--- src/rtl/retire_stage.sv ---
// Two-lane retire stage: ALU rows write the register file and free their preg next cycle;
// store rows queue in a small FIFO that a three-state FSM drains to memory one store at a time.
module retire_stage #(
   parameter int PREG_W   = 6,
   parameter int SQ_DEPTH = 4
) (
   input  logic              i_clk,
   input  logic              i_rst_n,
   input  logic              i_ret_valid    [0:1],
   input  logic              i_ret_regwrite [0:1],
   input  logic              i_ret_memwrite [0:1],
   input  logic [PREG_W-1:0] i_ret_dst      [0:1],
   input  logic [31:0]       i_ret_data     [0:1],
   output logic              o_ret_ready,
   output logic              o_w_en         [0:1],
   output logic [PREG_W-1:0] o_w_addr       [0:1],
   output logic [31:0]       o_w_data       [0:1],
   output logic              o_free_valid   [0:1],
   output logic [PREG_W-1:0] o_free_preg    [0:1],
   output logic [PREG_W-1:0] o_r_addr,
   input  logic [31:0]       i_r_data,
   output logic              o_mem_en,
   output logic [31:0]       o_mem_addr,
   output logic [31:0]       o_mem_data,
   output logic              o_sq_empty,
   output logic [31:0]       o_retired_cnt
);

   localparam int PTR_W = (SQ_DEPTH > 1) ? $clog2(SQ_DEPTH) : 1;
   localparam int CNT_W = PTR_W + 1;

   localparam logic [1:0] ST_IDLE  = 2'd0;
   localparam logic [1:0] ST_READ  = 2'd1;
   localparam logic [1:0] ST_WRITE = 2'd2;

   logic [31:0]       sq_addr [SQ_DEPTH];
   logic [PREG_W-1:0] sq_preg [SQ_DEPTH];

   logic [PTR_W-1:0]  head_reg;
   logic [PTR_W-1:0]  tail_reg;
   logic [PTR_W-1:0]  tail_hi;
   logic [PTR_W-1:0]  head_inc;
   logic [CNT_W-1:0]  count_reg;
   logic [CNT_W-1:0]  count_next;
   logic [CNT_W-1:0]  push_cnt;

   logic [1:0]        state_reg;
   logic [1:0]        state_next;
   logic              rd_wait_reg;
   logic              rd_wait_next;
   logic [31:0]       data_reg;
   logic [31:0]       data_next;
   logic [PREG_W-1:0] r_addr_next;
   logic              pop;

   logic              lane_acc   [0:1];
   logic              lane_store [0:1];
   logic              lane_alu   [0:1];

   // Two free slots are always reserved so a pair of stores can never overflow.
   assign o_ret_ready = (count_reg <= CNT_W'(SQ_DEPTH - 2));

   generate
      for (genvar gi = 0; gi < 2; gi++) begin : g_lane
         assign lane_acc[gi]   = o_ret_ready & i_ret_valid[gi];
         assign lane_store[gi] = lane_acc[gi] & i_ret_memwrite[gi];
         assign lane_alu[gi]   = lane_acc[gi] & i_ret_regwrite[gi] & ~i_ret_memwrite[gi];
      end
   endgenerate

   always_ff @(posedge i_clk or negedge i_rst_n) begin
      if (!i_rst_n) begin
         for (int l = 0; l < 2; l++) begin
            o_w_en[l]       <= 1'b0;
            o_w_addr[l]     <= '0;
            o_w_data[l]     <= '0;
            o_free_valid[l] <= 1'b0;
            o_free_preg[l]  <= '0;
         end
         o_retired_cnt <= '0;
      end else begin
         for (int l = 0; l < 2; l++) begin
            o_w_en[l]       <= lane_alu[l];
            o_free_valid[l] <= lane_alu[l];
            if (lane_alu[l]) begin
               o_w_addr[l]    <= i_ret_dst[l];
               o_w_data[l]    <= i_ret_data[l];
               o_free_preg[l] <= i_ret_dst[l];
            end
         end
         o_retired_cnt <= o_retired_cnt + 32'(lane_acc[0]) + 32'(lane_acc[1]);
      end
   end

   // Lane 0 takes the tail slot, so it is older in the queue and drains first.
   assign tail_hi  = tail_reg + PTR_W'(lane_store[0]);
   assign head_inc = head_reg + PTR_W'(1);
   assign push_cnt = CNT_W'(lane_store[0]) + CNT_W'(lane_store[1]);
   assign count_next = count_reg + push_cnt - CNT_W'(pop);

   always_ff @(posedge i_clk) begin
      if (lane_store[0]) begin
         sq_addr[tail_reg] <= i_ret_data[0];
         sq_preg[tail_reg] <= i_ret_dst[0];
      end
      if (lane_store[1]) begin
         sq_addr[tail_hi] <= i_ret_data[1];
         sq_preg[tail_hi] <= i_ret_dst[1];
      end
   end

   always_ff @(posedge i_clk or negedge i_rst_n) begin
      if (!i_rst_n) begin
         head_reg  <= '0;
         tail_reg  <= '0;
         count_reg <= '0;
      end else begin
         tail_reg  <= tail_reg + PTR_W'(push_cnt);
         head_reg  <= pop ? head_inc : head_reg;
         count_reg <= count_next;
      end
   end

   // READ dwells two cycles because the register file answers one cycle after o_r_addr moves.
   // Leaving WRITE only looks at entries already queued, so a store pushed this cycle waits
   // in IDLE one cycle and its same-cycle register write has landed before it is read.
   always_comb begin
      state_next   = state_reg;
      rd_wait_next = rd_wait_reg;
      data_next    = data_reg;
      r_addr_next  = o_r_addr;
      pop          = 1'b0;
      case (state_reg)
         ST_IDLE: begin
            if (count_reg != '0) begin
               state_next   = ST_READ;
               rd_wait_next = 1'b0;
               r_addr_next  = sq_preg[head_reg];
            end
         end
         ST_READ: begin
            if (!rd_wait_reg) begin
               rd_wait_next = 1'b1;
            end else begin
               data_next    = i_r_data;
               rd_wait_next = 1'b0;
               state_next   = ST_WRITE;
            end
         end
         ST_WRITE: begin
            pop = 1'b1;
            if (count_reg > CNT_W'(1)) begin
               state_next  = ST_READ;
               r_addr_next = sq_preg[head_inc];
            end else begin
               state_next = ST_IDLE;
            end
         end
         default: state_next = ST_IDLE;
      endcase
   end

   always_ff @(posedge i_clk or negedge i_rst_n) begin
      if (!i_rst_n) begin
         state_reg   <= ST_IDLE;
         rd_wait_reg <= 1'b0;
         data_reg    <= '0;
         o_r_addr    <= '0;
      end else begin
         state_reg   <= state_next;
         rd_wait_reg <= rd_wait_next;
         data_reg    <= data_next;
         o_r_addr    <= r_addr_next;
      end
   end

   assign o_mem_en   = (state_reg == ST_WRITE);
   assign o_mem_addr = o_mem_en ? sq_addr[head_reg] : '0;
   assign o_mem_data = o_mem_en ? data_reg : '0;
   assign o_sq_empty = (count_reg == '0) && (state_reg == ST_IDLE);

endmodule

--- config.mk ---
export PLATFORM = sky130hd
export DESIGN_NAME = retire_stage
export DESIGN_NICKNAME = d
export VERILOG_FILES = /design/src/rtl/retire_stage.sv
export SDC_FILE = /design/constraint.sdc
export NUM_CORES = 1
export LEC_CHECK = 0
export BUFFER_PORTS_ARGS = -buffer_cell sky130_fd_sc_hd__buf_2
export CAP_MARGIN = 20
export CORE_MARGIN = 4
export CORE_UTILIZATION = 45
export CTS_CLUSTER_DIAMETER = 120
export DETAILED_ROUTE_END_ITERATION = 12
export PLACE_DENSITY = 0.73
export RECOVER_POWER = 100
export REMOVE_ABC_BUFFERS = 1
export SETUP_SLACK_MARGIN = 0.15
export SKIP_CTS_REPAIR_TIMING = 1
export SLEW_MARGIN = 10
export SYNTH_ARGS = -nofsm -noshare
export SYNTH_HDL_FRONTEND = slang
export SYNTH_SLANG_ARGS = --single-unit
--- constraint.sdc ---
create_clock -name i_clk -period 6.7 [get_ports i_clk]
set_input_delay 1.005 -clock i_clk [delete_from_list [all_inputs] [get_ports i_clk]]
set_output_delay 1.005 -clock i_clk [all_outputs]
set_load 0.02 [all_outputs]
==> results by stage <==
Layout:
- Relative to the synthesized area, the layout overhead comes to 18.7%.
- The register with the most flip-flops in the layout has 128 of them.
- The register name with the most flops is sq_addr.
- Of the cells placed in the final design, the portion with a size suffix greater than 1 is 0.348.
- The number of nets in the final layout is 1408.
- The final standard cell count with taps included and fillers excluded is 1713.
- In the final layout, the registers with the most flip-flops are sq_addr: 128 flops, o_w_data: 64 flops.
- The number of antenna diodes in the final layout is 0.

Clock tree:
- The clock tree synthesis step divided the H-tree into 2 levels.
- Buffers inserted during clock tree synthesis total 36.
- The post-CTS clock slew at the launch and capture registers of the worst setup and hold paths is 0.06 ns.
- The later pin in the worst-skew pair is clocked with a latency of 0.53 ns.
- The tree is rooted in a sky130_fd_sc_hd__clkbuf_16.
- The clock sink count is 310.
- The number of buffers on the longest clock path is 3.
- The clock tree from TritonCTS is done.

Setup path:
- The required arrival time at the worst endpoint is 5.69 ns.
- Counting stages on the worst path, the most repeated cell is sky130_fd_sc_hd__clkbuf_1.
- The worst setup path is launched from a flop.
- The critical path class is flop to primary output.
- The standard cell with the maximum stage delay on the critical path is sky130_fd_sc_hd__clkbuf_1.
- The worst setup path is captured at a primary output.
- On the critical path the largest part of the delay comes from buffers and inverters.
- Counting both buffers and inverters, the worst setup path holds a total of 4.
- The signal on the critical path passes through nand2b_1 > buf_4 > inv_1 > clkbuf_1 > and2_1 > clkbuf_1.
- The maximum fanout encountered on the critical timing path is 44.
- The critical path data arrival time is 3.89 ns.
- For this run, the slowest stage of the critical path takes 1.15 ns.

STA:
- The number of max-slew violations in the final report is 240.
- Setup violations remaining at the end of the flow were counted as 0.
- The worst slew margin relative to its limit is -0.846.
- The setup skew after layout is 0.0161 ns.
- The part of the cycle the worst path needs is 0.731.
- The number of hold violations in the final report is 0.
- The post-route minimum period is 4.89 ns.
- Setup repair after global routing left no endpoint under its margin.
- At the pin with the least slew margin, the transition time is 2.77 ns.
- The hold slack is 0.466 ns.
- The worst setup margin is 1.81 ns.
- The achievable clock frequency is 204 MHz.
- Summed over all failing endpoints, the final setup total negative slack is 0 ns.

Route:
- After detailed routing, the average wire length per cell comes to 19.5 um.
- After detailed routing, the wire length on met1 is 14100 um.
- The final routed wirelength across all metal layers is 33500 um.
- The routed design uses 2650 um of met3 wire.
- Using the TritonRoute via totals, the vias-per-cell ratio works out to 5.24.
- For this run, design rule violations remaining after detail routing come to 0.
- The routed wire length on met2 is 16200 um.
- The first TritonRoute pass finished after 4 iterations.
- In this run the top signal layer used is met4.
- For this block, the initial DRC count from the detailed router was 470.
- The remaining antenna violation count is 0.
- Detailed routing inserted a total of 8977 vias.

Place:
- Routability-driven placement finished with a final weighted congestion of 0.771.
- The setup slack at placement is 2.73 ns.
- The count of port buffers added during placement is 312.
- The placed wire-length estimate after detailed placement is 21900 um.
- Including well taps, the total number of placed cells is 1646.

Power and ir drop:
- The cell area power density is 420 mW/mm2.
- The cell leakage power is 7.05 nW.
- The design draws 7.23 mW.
- IR analysis of the VDD net gives a maximum drop of 0.000255 V.

Run status:
- The flow ran to the end, but the final reports show violations.
- The checks that failed: max-capacitance violations, max-slew violations.

GRT:
- The number of global-route vias before repair is 9643.
- Global routing finished with a remaining overflow of 0.
- Entering global routing, the biggest net connects 74 pins.
- The first global-routing pass estimated 53800 um of wire.
- The initial antenna violation count is 0.
- The global-route total usage across every layer is 0.189.

Job:
- The max capacitance violation total is 6.

Floorplanning:
- The floorplan row count is 65.
- The height of the die is 188 um.
- The horizontal die dimension is 188 um.
- In this run the standard cell core region covers 0.0317 mm2.
- For this configuration, the core starts out at a cell density of 0.457.
- The I/O pin count is 313.
- The area of the die is 0.0352 mm2.

Synthesis:
- The share of the yosys chip area belonging to registers is 0.587.
- The average cell area after synthesis is 14.7 um2.
- In this run, synthesis produced a sequential element count of 310.
- Sorting the synthesized cells by area gives the leading types as sky130_fd_sc_hd__edfxtp_1 (31%), sky130_fd_sc_hd__dfrtp_1 (27%), sky130_fd_sc_hd__mux2_2 (15%).
- After technology mapping, the gate count stands at 985.
- The count of distinct cell types in the synthesized netlist is 44.
- The cell area that synthesis handed to floorplanning was 0.0145 mm2.
- The cell type contributing the most total cell area after synthesis is sky130_fd_sc_hd__edfxtp_1.
- The total of warnings raised by yosys is 0.
- The top cell type's share of synthesized area is 0.315.

Worst hold path:
- The tightest min-delay check is of the flop to flop type.
-- layout by cell type, fill, tap and decap left out, types with 7 or more instances in the layout --
cell type	count
sky130_fd_sc_hd__mux2_2	192
sky130_fd_sc_hd__clkbuf_1	180
sky130_fd_sc_hd__dfrtp_1	157
sky130_fd_sc_hd__edfxtp_1	152
sky130_fd_sc_hd__buf_2	145
sky130_fd_sc_hd__nand2_1	113
sky130_fd_sc_hd__mux4_2	40
sky130_fd_sc_hd__clkbuf_16	37
sky130_fd_sc_hd__and2_1	35
sky130_fd_sc_hd__mux2_1	34
sky130_fd_sc_hd__xnor2_1	32
sky130_fd_sc_hd__and2_0	31
sky130_fd_sc_hd__inv_1	18
sky130_fd_sc_hd__mux2i_1	16
sky130_fd_sc_hd__nor2_1	14
sky130_fd_sc_hd__nand3_1	13
sky130_fd_sc_hd__nand4_1	13
sky130_fd_sc_hd__buf_4	9
sky130_fd_sc_hd__ha_1	7
-- tightest hold or removal path, cell delays in order, from the launching register on --
cell and delay (ns):
sky130_fd_sc_hd__dfrtp_1 0.33, sky130_fd_sc_hd__nand2_1 0.05, sky130_fd_sc_hd__nand2_1 0.05
-- through the flow --
step	cell area, um2	utilization
final	17200	0.543
after global routing	17200	0.543
after CTS	17600	0.553
after detailed placement	16300	0.514
after global placement	16300	0.514
after floorplan	14100	-
-- metal layers --
metal,vias to the layer above,GRT usage
met3,45,0.0495
met2,299,0.320
li1,4157,-
met1,4476,0.249
met4,0,0.0384
met5,-,0
-- where the power goes --
part / total [mW] / internal, mW / switching, mW
Clock: 2.02 / 1.24 / 0.786
Combinational: 2.28 / 0.939 / 1.34
Sequential: 2.92 / 2.57 / 0.355
-- final timing paths --
kind                         startpoint                end  slack (ns)  cells past startpoint
max                        state_reg[0]     o_mem_addr[28]        1.81                      6
min                        data_reg[27]       data_reg[27]        0.47                      2
max reg2reg                count_reg[0]     sq_addr[1][22]        1.98                      8
min reg2reg                data_reg[27]       data_reg[27]        0.47                      2
max in group asynchronous       i_rst_n  o_retired_cnt[12]        4.53                      2
min in group asynchronous       i_rst_n       o_w_data[10]        0.64                      1
-- synth_stat cells (all sizes together) --
cell type and number:
nand4 14, nand3 15, and3 5, nand2b 4, or3b 1, a31o 1
inv 19, mux2 228, a31oi 2, or2 1, nand3b 2, nand2 113
xnor2 32, mux4 40, edfxtp 152, mux2i 16, or4 1, and4 1
nor2 14, xor2 6, and2 66, a21oi 6, buf 50, o31ai 1
dfrtp 158, fa 2, ha 7, nor3 7, clkbuf 17, nor4 2
nand4b 2
-- area by class of cell --
cell class | count | area (um2)
Sequential cell | 310 | 8520
Timing Repair Buffer | 327 | 1440
Clock inverter | 17 | 223
Multi-Input combinational cell | 589 | 5440
Clock buffer | 49 | 1020
Tap cell | 402 | 503
Fill cell | 2738 | 14500
Inverter | 19 | 71.3
-- kinds of logic after synthesis --
kind of cell             synth area share
XOR/XNOR                           0.0229
buffers and inverters              0.0333
multiplexers                        0.255
adder cells (fa/ha/maj)           0.00880
AO/OA/AOI/OAI                     0.00586
flip-flops                          0.587
AND/OR/NAND/NOR                    0.0873
(Power assumes the default switching activity.)
